### src/rtl/maxpool2_if.sv
// ============================================================================
// Module   : maxpool2_if
// Purpose  : Start/feature-map/pooled-map bundle between conv2, maxpool2 and
//            the next layer.
// Revision : 1.0
// ============================================================================
`default_nettype none

interface maxpool2_if #(
  parameter int SIZE      = 5,
  parameter int POOL      = 2,
  parameter int WIDTH_BIT = 8
);
  localparam int OUT = SIZE / POOL;

  logic                        start;
  logic signed [WIDTH_BIT-1:0] inpMatrix [SIZE][SIZE];
  logic                        busy;
  logic                        done;
  logic signed [WIDTH_BIT-1:0] poolOut   [OUT][OUT];

  // master drives the request and feature map, slave is the pooling stage
  modport master (output start, inpMatrix, input  busy, done, poolOut);
  modport slave  (input  start, inpMatrix, output busy, done, poolOut);
endinterface

`default_nettype wire

### src/rtl/maxpool2.sv
// ============================================================================
// Module   : maxpool2
// Purpose  : POOL x POOL, stride-POOL max-pooling over a snapshot of the conv2
//            feature map, one element per clock, registered pooled map output.
// Revision : 1.0
// ============================================================================
`default_nettype none

module maxpool2 #(
  parameter int SIZE      = 5,
  parameter int POOL      = 2,
  parameter int WIDTH_BIT = 8
) (
  input  wire logic   clock,
  input  wire logic   nreset,
  maxpool2_if.slave   bus
);
  localparam int OUT    = SIZE / POOL;
  localparam int c_CW   = (OUT > 1) ? $clog2(OUT) : 1;
  localparam int c_EW   = (POOL > 1) ? $clog2(POOL * POOL) : 1;
  localparam int c_IW   = (SIZE > 1) ? $clog2(SIZE) : 1;
  localparam logic [c_CW-1:0] c_CLAST = c_CW'(OUT - 1);
  localparam logic [c_EW-1:0] c_ELAST = c_EW'(POOL * POOL - 1);

  typedef enum logic [1:0] {
    S_IDLE  = 2'd0,
    S_SCAN  = 2'd1,
    S_WRITE = 2'd2,
    S_DONE  = 2'd3
  } state_t;

  state_t                      r_state;
  logic                        r_busy;
  logic                        r_done;
  logic        [c_CW-1:0]      r_row;
  logic        [c_CW-1:0]      r_col;
  logic        [c_EW-1:0]      r_elem;
  logic signed [WIDTH_BIT-1:0] r_max;
  logic signed [WIDTH_BIT-1:0] r_snap [SIZE][SIZE];
  logic signed [WIDTH_BIT-1:0] r_pool [OUT][OUT];

  logic        [c_IW-1:0]      w_rowIdx;
  logic        [c_IW-1:0]      w_colIdx;
  logic signed [WIDTH_BIT-1:0] w_elem;

  // Element e of window (r,c) in row-major order inside the window
  always_comb begin
    w_rowIdx = c_IW'(int'(r_row) * POOL + int'(r_elem) / POOL);
    w_colIdx = c_IW'(int'(r_col) * POOL + int'(r_elem) % POOL);
    w_elem   = r_snap[w_rowIdx][w_colIdx];
  end

  always_ff @(posedge clock or negedge nreset) begin
    if (!nreset) begin
      r_state <= S_IDLE;
      r_busy  <= 1'b0;
      r_done  <= 1'b0;
      r_row   <= '0;
      r_col   <= '0;
      r_elem  <= '0;
      r_max   <= '0;
      for (int i = 0; i < SIZE; i++)
        for (int j = 0; j < SIZE; j++)
          r_snap[i][j] <= '0;
      for (int i = 0; i < OUT; i++)
        for (int j = 0; j < OUT; j++)
          r_pool[i][j] <= '0;
    end else begin
      r_done <= 1'b0;
      case (r_state)
        S_IDLE: begin
          if (bus.start) begin
            r_snap  <= bus.inpMatrix;
            r_row   <= '0;
            r_col   <= '0;
            r_elem  <= '0;
            r_busy  <= 1'b1;
            r_state <= S_SCAN;
          end
        end
        S_SCAN: begin
          // Strict compare: ties keep the earlier element
          if (r_elem == '0 || w_elem > r_max)
            r_max <= w_elem;
          if (r_elem == c_ELAST) begin
            r_elem  <= '0;
            r_state <= S_WRITE;
          end else begin
            r_elem <= r_elem + 1'b1;
          end
        end
        S_WRITE: begin
          r_pool[r_row][r_col] <= r_max;
          if (r_row == c_CLAST && r_col == c_CLAST) begin
            r_row   <= '0;
            r_col   <= '0;
            r_done  <= 1'b1;
            r_state <= S_DONE;
          end else begin
            if (r_col == c_CLAST) begin
              r_col <= '0;
              r_row <= r_row + 1'b1;
            end else begin
              r_col <= r_col + 1'b1;
            end
            r_state <= S_SCAN;
          end
        end
        S_DONE: begin
          r_busy  <= 1'b0;
          r_state <= S_IDLE;
        end
        default: begin
          r_busy  <= 1'b0;
          r_state <= S_IDLE;
        end
      endcase
    end
  end

  assign bus.busy    = r_busy;
  assign bus.done    = r_done;
  assign bus.poolOut = r_pool;

endmodule

`default_nettype wire

### src/flat_wrapper.sv
// flat-port wrapper written by rule: the top's interface ports become plain ports
module maxpool2_flat 
#(
  parameter int SIZE      = 5,
  parameter int POOL      = 2,
  parameter int WIDTH_BIT = 8
)
  (clock, nreset, bus_start, bus_inpMatrix, bus_busy, bus_done, bus_poolOut);
  maxpool2_if #(.SIZE(SIZE), .POOL(POOL), .WIDTH_BIT(WIDTH_BIT)) bus_i ();
  input  wire logic clock;
  input  wire logic nreset;
  input wire logic [$bits(bus_i.start)-1:0] bus_start;
  input wire logic [$bits(bus_i.inpMatrix)-1:0] bus_inpMatrix;
  output wire logic [$bits(bus_i.busy)-1:0] bus_busy;
  output wire logic [$bits(bus_i.done)-1:0] bus_done;
  output wire logic [$bits(bus_i.poolOut)-1:0] bus_poolOut;
  assign bus_i.start = bus_start;
  assign bus_i.inpMatrix = {>>{bus_inpMatrix}};
  assign bus_busy = bus_i.busy;
  assign bus_done = bus_i.done;
  assign bus_poolOut = {>>{bus_i.poolOut}};
  maxpool2 #(.SIZE(SIZE), .POOL(POOL), .WIDTH_BIT(WIDTH_BIT)) u_core (.clock(clock), .nreset(nreset), .bus(bus_i));
endmodule
### config.mk
export PLATFORM = sky130hd
export DESIGN_NAME = maxpool2_flat
export DESIGN_NICKNAME = d
export VERILOG_FILES = /design/src/rtl/maxpool2_if.sv /design/src/rtl/maxpool2.sv /design/src/flat_wrapper.sv
export SDC_FILE = /design/constraint.sdc
export NUM_CORES = 1
export LEC_CHECK = 0
export ABC_AREA = 1
export BUFFER_PORTS_ARGS = -buffer_cell sky130_fd_sc_hd__buf_2
export CORE_MARGIN = 3
export CORE_UTILIZATION = 35
export CTS_CLUSTER_SIZE = 12
export DETAILED_ROUTE_END_ITERATION = 8
export SETUP_SLACK_MARGIN = 0.15
export SYNTH_ARGS = -nofsm -noshare
export SYNTH_HDL_FRONTEND = slang
export SYNTH_SLANG_ARGS = --single-unit
### constraint.sdc
create_clock -name clock -period 3.2 [get_ports clock]
set_input_delay 0.16 -clock clock [delete_from_list [all_inputs] [get_ports clock]]
set_output_delay 0.16 -clock clock [all_outputs]
set_load 0.01 [all_outputs]
==> flow_metrics.tcl <==
set metrics [dict create \
    cts.clk_slew.worst_paths_ns 0.07 \
    routed_wl_um 23800 \
    finalSetupViolCount 0 \
    slew_headroom_pct 28.6 \
    p_seq_share_pct 36.0 \
    yosysMostFrequentCell "nand2_1" \
    vias 7137 \
    arrival_ns 3.14 \
    grt_antenna_before_repair 0 \
    async_flop_share_pct 100 \
    post-route-period-util_pct 88.3 \
    synth_top_area_share_pct 54.6 \
    drtIter0Drc 548 \
    synth_top_family_by_area "simple AND/OR/NAND/NOR gates" \
    synth-compound-area-share_pct 14.5 \
    die_y_um 158 \
    hold_class "in2async" \
    synth_fa_ha_area_share_pct 1.55 \
    clockPowerShare_pct 20.1 \
    grt_pass1_wl_um 37800 \
    synth.cell_area_mm2 0.00806 \
    clockRootBuffer "clkbuf_16" \
    drc 0 \
    rsz0062_at_grt "false" \
    grt_max_degree 99 \
    synth_warnings 0 \
    cp-end-kind "flip-flop" \
    grt_usage_pct 19.6 \
    fin_setup_tns_ns 0 \
    period_needed_ns 2.82 \
    synth.ff_latch_count 176 \
    synthMuxAreaShare_pct 0 \
    hpwl_um 15800 \
    crit_fanout 24 \
    max_cap_violations 0 \
    rows 54 \
    place_area_mm2 0.00911 \
    leakage_uw 0.00555 \
    first_pass_iters 6 \
    htree_levels 4 \
    syn_nets 1181 \
    cellPowerDensity_mw_per_mm2 953 \
    antenna_cells 0 \
    syn_area_per_cell_um2 8.33 \
    finalNetCount 1450 \
    cts_buffers 17 \
    synth_xor_area_share_pct 0 \
    worst_pin_slew_ns 1.07 \
    cp-start-kind "flip-flop" \
    die_w_um 158 \
    clock_latency_ns 0.42 \
    first_global_vias 6909 \
    final_area_mm2 0.0110 \
    cts_sinks 176 \
    clockBufferDepth 2 \
    yosys-top-cells-count "nand2_1, dfrtp_1, o21ai_0" \
    synthCells 968 \
    status "finished, final reports clean" \
    yosys.area_share.simple_pct 22.5 \
    start_util_pct 36.3 \
    finalWeightedCongestion 0.866 \
    cts_tree "built" \
    num-fill-cells 2123 \
    timing.hold.ws_ns 0.357 \
    dpl.cell_count 1369 \
    synthFlopType "dfrtp_1" \
    p_int_uw 6120 \
    p_sw_share_pct 41.6 \
    synth_cell_types 30 \
    antenna_left 0 \
    crit_type "reg2reg" \
    ir_drop_v 0.000476 \
    switchingPower_uw 4360 \
    synth_edf_count 0 \
    fmax_ghz 0.354 \
    port_buffers 164 \
    hold_viol_final 0 \
    final_layout_size_suffix_gt1_share_pct 19.2 \
    critPathRequiredTime_ns 3.51 \
    viasPerCell 4.67 \
    fin_cells 1529 \
    combinationalPowerShare_pct 43.9 \
    die_area_mm2 0.0249 \
    area.growth.synth_to_final_pct 36.5 \
    grt_overflow 0 \
    seq_area_frac_synth_pct 54.6 \
    fin_skew_ns 0.00786 \
    slew_viol_final 0 \
    fp.coreArea_mm2 0.0222 \
    p_total_uw 10500 \
    yosys.area.top_type "dfrtp_1" \
    wl_per_cell_um 15.6 \
    synth.area.top_cells "dfrtp_1, nand2_1, o21ai_0" \
    ios 237 \
]
## cell type report
type | count | area (µm²) | share of cell area (%)
Clock inverter | 11 | 130 | 1.18
Multi-Input combinational cell | 677 | 3110 | 28.3
Sequential cell | 176 | 4410 | 40.1
Timing Repair Buffer | 307 | 2310 | 21.0
Inverter | 58 | 220 | 2.00
Tap cell | 280 | 350 | 3.18
Clock buffer | 20 | 467 | 4.24
## power groups by stage
stage	Clock (µW)	Combinational, µW	Sequential [µW]
after detailed placement	0	4470	3790
after global placement	0	4410	3780
final	2110	4600	3770
after floorplan	0	3120	3670
after CTS	2150	4620	3760
after global routing	2250	5250	3880
## critical path, stage by stage, from the launching register on
cell and delay, ns:
dfrtp_4 0.58, buf_12 0.21, a21oi_1 0.20, o21ai_0 0.15
o211ai_1 0.11, nand3_1 0.10, nand2_1 0.15, ha_1 0.29
a21o_1 0.19, nor2_1 0.14, nand2_1 0.07, nand2_1 0.05
nand2_1 0.05, nand2_1 0.07, nand2_2 0.07, buf_4 0.16
nand3_1 0.07, nand2_1 0.05
## routing by layer
metal  wire length [µm]  global-route usage, %
met3               1150                   2.71
met4                396                   5.29
met1              12000                   30.4
met5                  0                      0
met2              10300                   28.8
## final timing paths
path / from / to / slack, ns / depth (start not counted)
max: u_core.r_row / u_core.r_max[4] / 0.38 / 17
min: nreset / u_core.r_snap[147] / 0.36 / 2
max reg2reg: u_core.r_row / u_core.r_max[4] / 0.38 / 17
min reg2reg: u_core.r_max[7] / u_core.r_max[7] / 0.47 / 2
max in group asynchronous: nreset / u_core.r_row / 1.94 / 3
min in group clock: bus_start / u_core.r_snap[181] / 0.41 / 5
## state kept, by name, indices dropped and copies added, names as in the netlist, 2 cells and up
name / flops
u_core.r_snap: 128
u_core.r_state: 2
u_core.r_max: 8
u_core.r_elem: 2
u_core.bus.poolOut: 32
## logic make-up after synthesis
family | after synthesis
DFF | 176
buffers and inverters | 115
adders and majority gates | 10
and+or+nand+nor | 466
AOI/OAI and AO/OA | 201
## through the flow
step | setup WS, ns | utilization, %
CTS | 0.363 | 49.5
floorplan | 0.788 | -
global placement | 0.390 | 41.0
finish | 0.375 | 49.5
detailed placement | 0.384 | 41.0
global route | 0.161 | 49.5
## cells in the final DEF (no fill, tap or decap), types with 2 or more instances in the layout
| master | Yosys | routed |
|---|---|---|
| clkinvlp_4 | 0 | 4 |
| inv_6 | 0 | 2 |
| buf_4 | 4 | 7 |
| a21oi_1 | 17 | 17 |
| o211ai_1 | 31 | 31 |
| buf_2 | 28 | 163 |
| inv_2 | 3 | 2 |
| inv_1 | 54 | 54 |
| nor2_1 | 39 | 39 |
| a21oi_2 | 18 | 18 |
| nand3_1 | 25 | 25 |
| dlygate4sd3_1 | 0 | 129 |
| clkbuf_8 | 0 | 3 |
| nand2_2 | 3 | 3 |
| ha_1 | 10 | 10 |
| dfrtp_4 | 0 | 2 |
| o21ai_0 | 87 | 86 |
| buf_12 | 3 | 7 |
| nand2_1 | 394 | 394 |
| o21ai_1 | 44 | 45 |
| dfrtp_1 | 176 | 174 |
| clkbuf_16 | 0 | 17 |
| clkinv_4 | 0 | 2 |
| bufinv_16 | 0 | 2 |
## repair_timing
action / CTS / global route
endpoints found under the setup margin: 0 / 5
gates resized for setup: 0 / 2
setup buffers: 0 / 0
hold buffers: 129 / 0
hold endpoints to repair: 205 / 0
No activity file was read; power rests on OpenSTA's default activity.
